File: src/rtl/fetch_pc_npc_unit_pkg.sv
// Shared types and constants for the instruction-fetch front end.
package fetch_pkg;

  localparam int INSTR_W  = 32;
  localparam int PC_INC   = 4;
  localparam int PC_MAX_W = 32;
  localparam logic [INSTR_W-1:0] NOP_INSTR = 32'h0000_0000;

  typedef enum logic [1:0] {
    PC_HOLD,
    PC_LOAD,
    PC_STEP
  } pc_mode_t;

  // pc is stored at the widest supported width; the fetch unit uses the low AW bits.
  typedef struct packed {
    logic [INSTR_W-1:0]  instr;
    logic [PC_MAX_W-1:0] pc;
    logic                valid;
  } ifid_t;

endpackage

File: src/rtl/fetch_pc_npc_unit_if.sv
// Fetch-unit bus: control from the hazard/branch logic, ROM port and IF/ID outputs.
interface fetch_pc_npc_unit_if #(
  parameter int AW    = 9,
  parameter int CNT_W = 16
);
  logic             stall_if;
  logic             flush_ifid;
  logic             redirect_valid;
  logic [AW-1:0]    redirect_ta;
  logic [AW-1:0]    imem_addr;
  logic [31:0]      imem_rdata;
  logic [AW-1:0]    pc;
  logic [AW-1:0]    npc;
  logic [31:0]      ifid_instr;
  logic [AW-1:0]    ifid_pc;
  logic             ifid_valid;
  logic             misalign_err;
  logic [CNT_W-1:0] fetch_count;

  modport master (
    output stall_if, flush_ifid, redirect_valid, redirect_ta, imem_rdata,
    input  imem_addr, pc, npc, ifid_instr, ifid_pc, ifid_valid, misalign_err, fetch_count
  );

  modport slave (
    input  stall_if, flush_ifid, redirect_valid, redirect_ta, imem_rdata,
    output imem_addr, pc, npc, ifid_instr, ifid_pc, ifid_valid, misalign_err, fetch_count
  );
endinterface

File: src/rtl/fetch_pc_npc_unit_pc_npc_pair_reg.sv
// PC/nPC register pair with hold, load-target and increment modes.
module pc_npc_pair_reg
  import fetch_pkg::*;
#(
  parameter int AW           = 9,
  parameter int RESET_VECTOR = 0
) (
  input  logic          clk,
  input  logic          rst_n,
  input  pc_mode_t      mode,
  input  logic [AW-1:0] target,
  output logic [AW-1:0] pc,
  output logic [AW-1:0] npc
);

  localparam logic [AW-1:0] RV   = AW'(RESET_VECTOR);
  localparam logic [AW-1:0] STEP = AW'(PC_INC);

  // All arithmetic wraps modulo 2^AW, so npc rolls from 2^AW-4 to 0.
  always_ff @(posedge clk or negedge rst_n) begin
    if (!rst_n) begin
      pc  <= RV;
      npc <= RV + STEP;
    end else begin
      case (mode)
        PC_LOAD: begin
          pc  <= target;
          npc <= target + STEP;
        end
        PC_STEP: begin
          pc  <= npc;
          npc <= npc + STEP;
        end
        default: begin
          pc  <= pc;
          npc <= npc;
        end
      endcase
    end
  end

endmodule

File: src/rtl/fetch_pc_npc_unit.sv
// Instruction-fetch front end: PC/nPC pair, redirect/stall/flush priority,
// IF/ID register, sticky misaligned-target flag and saturating fetch counter.
module fetch_pc_npc_unit
  import fetch_pkg::*;
#(
  parameter int AW           = 9,
  parameter int RESET_VECTOR = 0,
  parameter int DELAY_SLOT   = 1,
  parameter int CNT_W        = 16
) (
  input logic                clk,
  input logic                rst_n,
  fetch_pc_npc_unit_if.slave bus
);

  if (RESET_VECTOR % 4 != 0) begin : g_bad_reset_vector
    $error("RESET_VECTOR must be a multiple of 4");
  end

  pc_mode_t         mode;
  logic [AW-1:0]    target;
  logic [AW-1:0]    pc;
  logic [AW-1:0]    npc;
  ifid_t            ifid_q;
  ifid_t            ifid_d;
  logic             err_q;
  logic             err_set;
  logic             cnt_en;
  logic [CNT_W-1:0] cnt_q;
  logic             unused_pc_bits;

  assign target = {bus.redirect_ta[AW-1:2], 2'b00};

  pc_npc_pair_reg #(
    .AW          (AW),
    .RESET_VECTOR(RESET_VECTOR)
  ) u_pc_pair (
    .clk   (clk),
    .rst_n (rst_n),
    .mode  (mode),
    .target(target),
    .pc    (pc),
    .npc   (npc)
  );

  // Stall freezes everything (redirect is re-presented later); flush beats capture.
  always_comb begin
    mode    = PC_HOLD;
    ifid_d  = ifid_q;
    err_set = 1'b0;
    cnt_en  = 1'b0;
    if (bus.stall_if) begin
      if (bus.flush_ifid) begin
        ifid_d = '0;
      end
    end else begin
      mode         = bus.redirect_valid ? PC_LOAD : PC_STEP;
      err_set      = bus.redirect_valid && (bus.redirect_ta[1:0] != 2'b00);
      ifid_d.pc    = PC_MAX_W'(pc);
      ifid_d.instr = bus.imem_rdata;
      ifid_d.valid = 1'b1;
      if (bus.flush_ifid || (bus.redirect_valid && DELAY_SLOT == 0)) begin
        ifid_d.instr = NOP_INSTR;
        ifid_d.valid = 1'b0;
      end
      cnt_en = ifid_d.valid;
    end
  end

  always_ff @(posedge clk or negedge rst_n) begin
    if (!rst_n) begin
      ifid_q <= '0;
      err_q  <= 1'b0;
      cnt_q  <= '0;
    end else begin
      ifid_q <= ifid_d;
      err_q  <= err_q | err_set;
      if (cnt_en && cnt_q != '1) begin
        cnt_q <= cnt_q + CNT_W'(1);
      end
    end
  end

  assign unused_pc_bits   = ^ifid_q.pc;

  assign bus.imem_addr    = pc;
  assign bus.pc           = pc;
  assign bus.npc          = npc;
  assign bus.ifid_instr   = ifid_q.instr;
  assign bus.ifid_pc      = ifid_q.pc[AW-1:0];
  assign bus.ifid_valid   = ifid_q.valid;
  assign bus.misalign_err = err_q;
  assign bus.fetch_count  = cnt_q;

endmodule

File: src/flat_wrapper.sv
// flat-port wrapper written by rule: the top's interface ports become plain ports
module fetch_pc_npc_unit_flat import fetch_pkg::*;
#(
  parameter int AW           = 9,
  parameter int RESET_VECTOR = 0,
  parameter int DELAY_SLOT   = 1,
  parameter int CNT_W        = 16
)
  (clk, rst_n, bus_stall_if, bus_flush_ifid, bus_redirect_valid, bus_redirect_ta, bus_imem_rdata, bus_imem_addr, bus_pc, bus_npc, bus_ifid_instr, bus_ifid_pc, bus_ifid_valid, bus_misalign_err, bus_fetch_count);
  fetch_pc_npc_unit_if #(.AW(AW), .CNT_W(CNT_W)) bus_i ();
  input logic clk;
  input logic rst_n;
  input wire logic [$bits(bus_i.stall_if)-1:0] bus_stall_if;
  input wire logic [$bits(bus_i.flush_ifid)-1:0] bus_flush_ifid;
  input wire logic [$bits(bus_i.redirect_valid)-1:0] bus_redirect_valid;
  input wire logic [$bits(bus_i.redirect_ta)-1:0] bus_redirect_ta;
  input wire logic [$bits(bus_i.imem_rdata)-1:0] bus_imem_rdata;
  output wire logic [$bits(bus_i.imem_addr)-1:0] bus_imem_addr;
  output wire logic [$bits(bus_i.pc)-1:0] bus_pc;
  output wire logic [$bits(bus_i.npc)-1:0] bus_npc;
  output wire logic [$bits(bus_i.ifid_instr)-1:0] bus_ifid_instr;
  output wire logic [$bits(bus_i.ifid_pc)-1:0] bus_ifid_pc;
  output wire logic [$bits(bus_i.ifid_valid)-1:0] bus_ifid_valid;
  output wire logic [$bits(bus_i.misalign_err)-1:0] bus_misalign_err;
  output wire logic [$bits(bus_i.fetch_count)-1:0] bus_fetch_count;
  assign bus_i.stall_if = bus_stall_if;
  assign bus_i.flush_ifid = bus_flush_ifid;
  assign bus_i.redirect_valid = bus_redirect_valid;
  assign bus_i.redirect_ta = bus_redirect_ta;
  assign bus_i.imem_rdata = bus_imem_rdata;
  assign bus_imem_addr = bus_i.imem_addr;
  assign bus_pc = bus_i.pc;
  assign bus_npc = bus_i.npc;
  assign bus_ifid_instr = bus_i.ifid_instr;
  assign bus_ifid_pc = bus_i.ifid_pc;
  assign bus_ifid_valid = bus_i.ifid_valid;
  assign bus_misalign_err = bus_i.misalign_err;
  assign bus_fetch_count = bus_i.fetch_count;
  fetch_pc_npc_unit #(.AW(AW), .RESET_VECTOR(RESET_VECTOR), .DELAY_SLOT(DELAY_SLOT), .CNT_W(CNT_W)) u_core (.clk(clk), .rst_n(rst_n), .bus(bus_i));
endmodule
File: config.mk
export PLATFORM = sky130hd
export DESIGN_NAME = fetch_pc_npc_unit_flat
export DESIGN_NICKNAME = d
export VERILOG_FILES = /design/src/rtl/fetch_pc_npc_unit_pkg.sv /design/src/rtl/fetch_pc_npc_unit_if.sv /design/src/rtl/fetch_pc_npc_unit_pc_npc_pair_reg.sv /design/src/rtl/fetch_pc_npc_unit.sv /design/src/flat_wrapper.sv
export SDC_FILE = /design/constraint.sdc
export NUM_CORES = 1
export LEC_CHECK = 0
export ABC_AREA = 1
export CORE_UTILIZATION = 40
export CTS_CLUSTER_SIZE = 40
export DETAILED_ROUTE_END_ITERATION = 10
export GPL_ROUTABILITY_DRIVEN = 0
export PLACE_DENSITY = 0.85
export SYNTH_ARGS = -nofsm -noshare
export SYNTH_HDL_FRONTEND = slang
export SYNTH_SLANG_ARGS = --single-unit
File: constraint.sdc
create_clock -name clk -period 1.47 [get_ports clk]
set_input_delay 0.294 -clock clk [delete_from_list [all_inputs] [get_ports clk]]
set_output_delay 0.294 -clock clk [all_outputs]
set_load 0.05 [all_outputs]
==> flow_metrics.tcl <==
set metrics [dict create \
    status "finished, final reports clean" \
    htreeDepth 3 \
    grt_pass1_vias 3713 \
    drive_gt1_frac 0.298 \
    areaGrowthSynthToFinish_pct 75.5 \
    hpwlAfterDp_mm 7.75 \
    synth_area_per_cell_um2 7.83 \
    synth_common_cells "180 x nand2_1, 70 x dfrtp_1, 48 x nand3_1" \
    yosysMostFrequentCell "nand2_1" \
    nFillCells 549 \
    r2r_end "u_core.u_pc_pair.npc[8]$_DFFE_PN0P_" \
    dpl_cell_area_um2 5750 \
    utilization 0.733 \
    synth.top_cell.area_share 0.505 \
    grt_antenna_before_repair 0 \
    synth.area.top_cells "dfrtp_1 51%, nand2_1 19%, nand3_1 6.9%" \
    die_h_um 95.1 \
    setup_viol 0 \
    core_um2 8300 \
    yosysUniqueCellTypes 26 \
    whs_ns 0.437 \
    worstSetupPathType "reg -> reg" \
    root_buffer "clkbuf_8" \
    numPortBuffers 123 \
    cp.required_ns 1.69 \
    slew_viol_final 0 \
    min_path_cells 4 \
    die_area_um2 9040 \
    maxCapViolCount 0 \
    ys.flop_type "dfrtp_1" \
    yosys_register_bits 71 \
    die_w_um 95.1 \
    syn_area_um2 3470 \
    wl_per_cell_um 15.2 \
    cts_max_path_buffers 2 \
    nNetsFinal 641 \
    track_usage 0.244 \
    synthCells 443 \
    synth-async-reset-ratio 1.00 \
    yosysWarningCount 0 \
    start_util 0.418 \
    finClkSkew_ns 0.00729 \
    firstDrtPassIters 5 \
    grt_pass1_wl_mm 17.0 \
    cts_tree "built" \
    stdcell_count 704 \
    cts_made_buffers 9 \
    fin_crit_ns 1.44 \
    finalHoldViolCount 0 \
    post-route-drc-count 0 \
    critPathMaxFanout 4 \
    yosysTopAreaCell "dfrtp_1" \
    tns_ns 0 \
    holdCritStartpoint "bus_stall_if" \
    synth_edf_count 0 \
    endpoint_kind "flop" \
    clk_pin_slew_ns 0.08 \
    grt_max_degree 72 \
    seq_area_frac_synth 0.513 \
    worstSetupStartpointType "flop" \
    grt.overflow.total 0 \
    clk_latency_ns 0.33 \
    worstRegToRegCells 8 \
    worstPathArrival_ns 1.65 \
    hold_class "in -> reg" \
    fmax_mhz 696 \
    num_rows 33 \
    r2r_slack_ns 0.03 \
    drt_iter0_markers 207 \
    clock_sinks 71 \
    worstReg2RegStart "u_core.u_pc_pair.npc[2]$_DFFE_PN1P_" \
    final_area_um2 6090 \
    power_leakage_nw 2.92 \
    period_share 0.977 \
    min_to "u_core.bus.ifid_valid$_DFFE_PN0P_" \
    wirelength_mm 10.7 \
    ant_nets 0 \
    power_density_nw_per_um2 1030 \
    pin_count 132 \
    dp.cells 679 \
    avgViaCountPerCell 5.17 \
    ir_worst_vdd_v 0.000612 \
    vias 3637 \
]
## power by group
group	switching (mW)	internal [mW]
clock network	0.737	0.821
logic	1.26	1.08
registers	0.236	2.13
## state kept, by name (all words and copies together), names as in the netlist
register / cells
u_core.bus.ifid_valid: 1
u_core.bus.ifid_pc: 7
u_core.bus.fetch_count: 16
u_core.u_pc_pair.pc: 7
u_core.bus.misalign_err: 1
u_core.bus.ifid_instr: 32
u_core.u_pc_pair.npc: 7
## cells in the final DEF, fill, tap and decap left out, types with 3 or more instances in the layout
cell type,n
conb_1,8
clkdlybuf4s50_1,42
nand2_1,174
buf_4,36
nand2_2,5
buf_6,4
nand4_1,4
nand3_1,47
dfrtp_1,55
nor2_1,19
o21bai_1,3
clkinv_2,3
xnor2_1,4
dfrtp_2,15
buf_12,79
inv_1,29
o21ai_0,25
nor2_2,7
clkbuf_8,10
inv_2,3
## worst max path at each step
stage	from	to	slack, ns	cells past startpoint
3_3_place_gp	bus_redirect_valid	u_core.u_pc_pair.npc[8]$_DFFE_PN0P_	-0.31	11
3_5_place_dp	bus_redirect_valid	u_core.u_pc_pair.npc[8]$_DFFE_PN0P_	-0.42	10
2_1_floorplan	u_core.bus.fetch_count[1]$_DFFE_PN0P_	u_core.bus.fetch_count[12]$_DFFE_PN0P_	-0.07	8
6_report	u_core.u_pc_pair.npc[2]$_DFFE_PN1P_	u_core.u_pc_pair.npc[8]$_DFFE_PN0P_	0.03	8
5_1_grt	u_core.bus.fetch_count[0]$_DFFE_PN0P_	u_core.bus.fetch_count[15]$_DFFE_PN0P_	-0.03	8
4_1_cts	u_core.bus.fetch_count[1]$_DFFE_PN0P_	u_core.bus.fetch_count[13]$_DFFE_PN0P_	0.03	8
## cell type report
type / count / area (um^2) / share of cell area
Clock inverter: 6 / 60.1 / 0.00987
Timing Repair Buffer: 165 / 2350 / 0.385
Tap cell: 105 / 131 / 0.0216
Inverter: 32 / 120 / 0.0197
Antenna cell: 1 / 2.50 / 0.000411
Multi-Input combinational cell: 314 / 1490 / 0.245
Clock buffer: 10 / 138 / 0.0226
Sequential cell: 71 / 1800 / 0.295
## repair_timing
action | CTS | global route
hold endpoints to repair | 61 | 0
setup endpoints to repair | 8 | 12
hold buffers | 1 | 0
gates cloned | 0 | 1
buffers inserted | 2 | 4
pin swaps | 2 | 7
gates resized for setup | 2 | 22
## critical path: stages (launching register included)
cell and delay (ns):
dfstp_2 0.57, nand2_2 0.07, o21ai_4 0.09, ha_4 0.18
nand3_4 0.10, nor2_1 0.10, nand2_1 0.07, nand2_1 0.07
nand3_1 0.07
## per-layer routing
| metal | vias up | global-route usage | wire length [um] |
|---|---|---|---|
| li1 | 1675 | - | - |
| met1 | 1745 | 0.278 | 3800 |
| met2 | 192 | 0.420 | 5750 |
| met3 | 25 | 0.0702 | 874 |
| met4 | 0 | 0.117 | 267 |
| met5 | - | 0 | 0 |
## cell families after synthesis
family | after synthesis | share of synthesized area
and+or+nand+nor | 263 | 0.314
other | 1 | 0.00108
buffers and inverters | 65 | 0.0917
AOI/OAI and AO/OA | 35 | 0.0577
adders and majority gates | 2 | 0.00722
xor gates and xnor gates | 6 | 0.0152
DFF | 71 | 0.513
## per-stage QoR
stage          total power, mW  setup slack (ns)
2_1_floorplan             3.44           -0.0690
3_3_place_gp              4.62            -0.314
3_5_place_dp              4.68            -0.418
4_1_cts                   6.25            0.0277
5_1_grt                   6.50           -0.0340
6_report                  6.26            0.0339
Note: power is estimated with default switching activity, not from simulation.
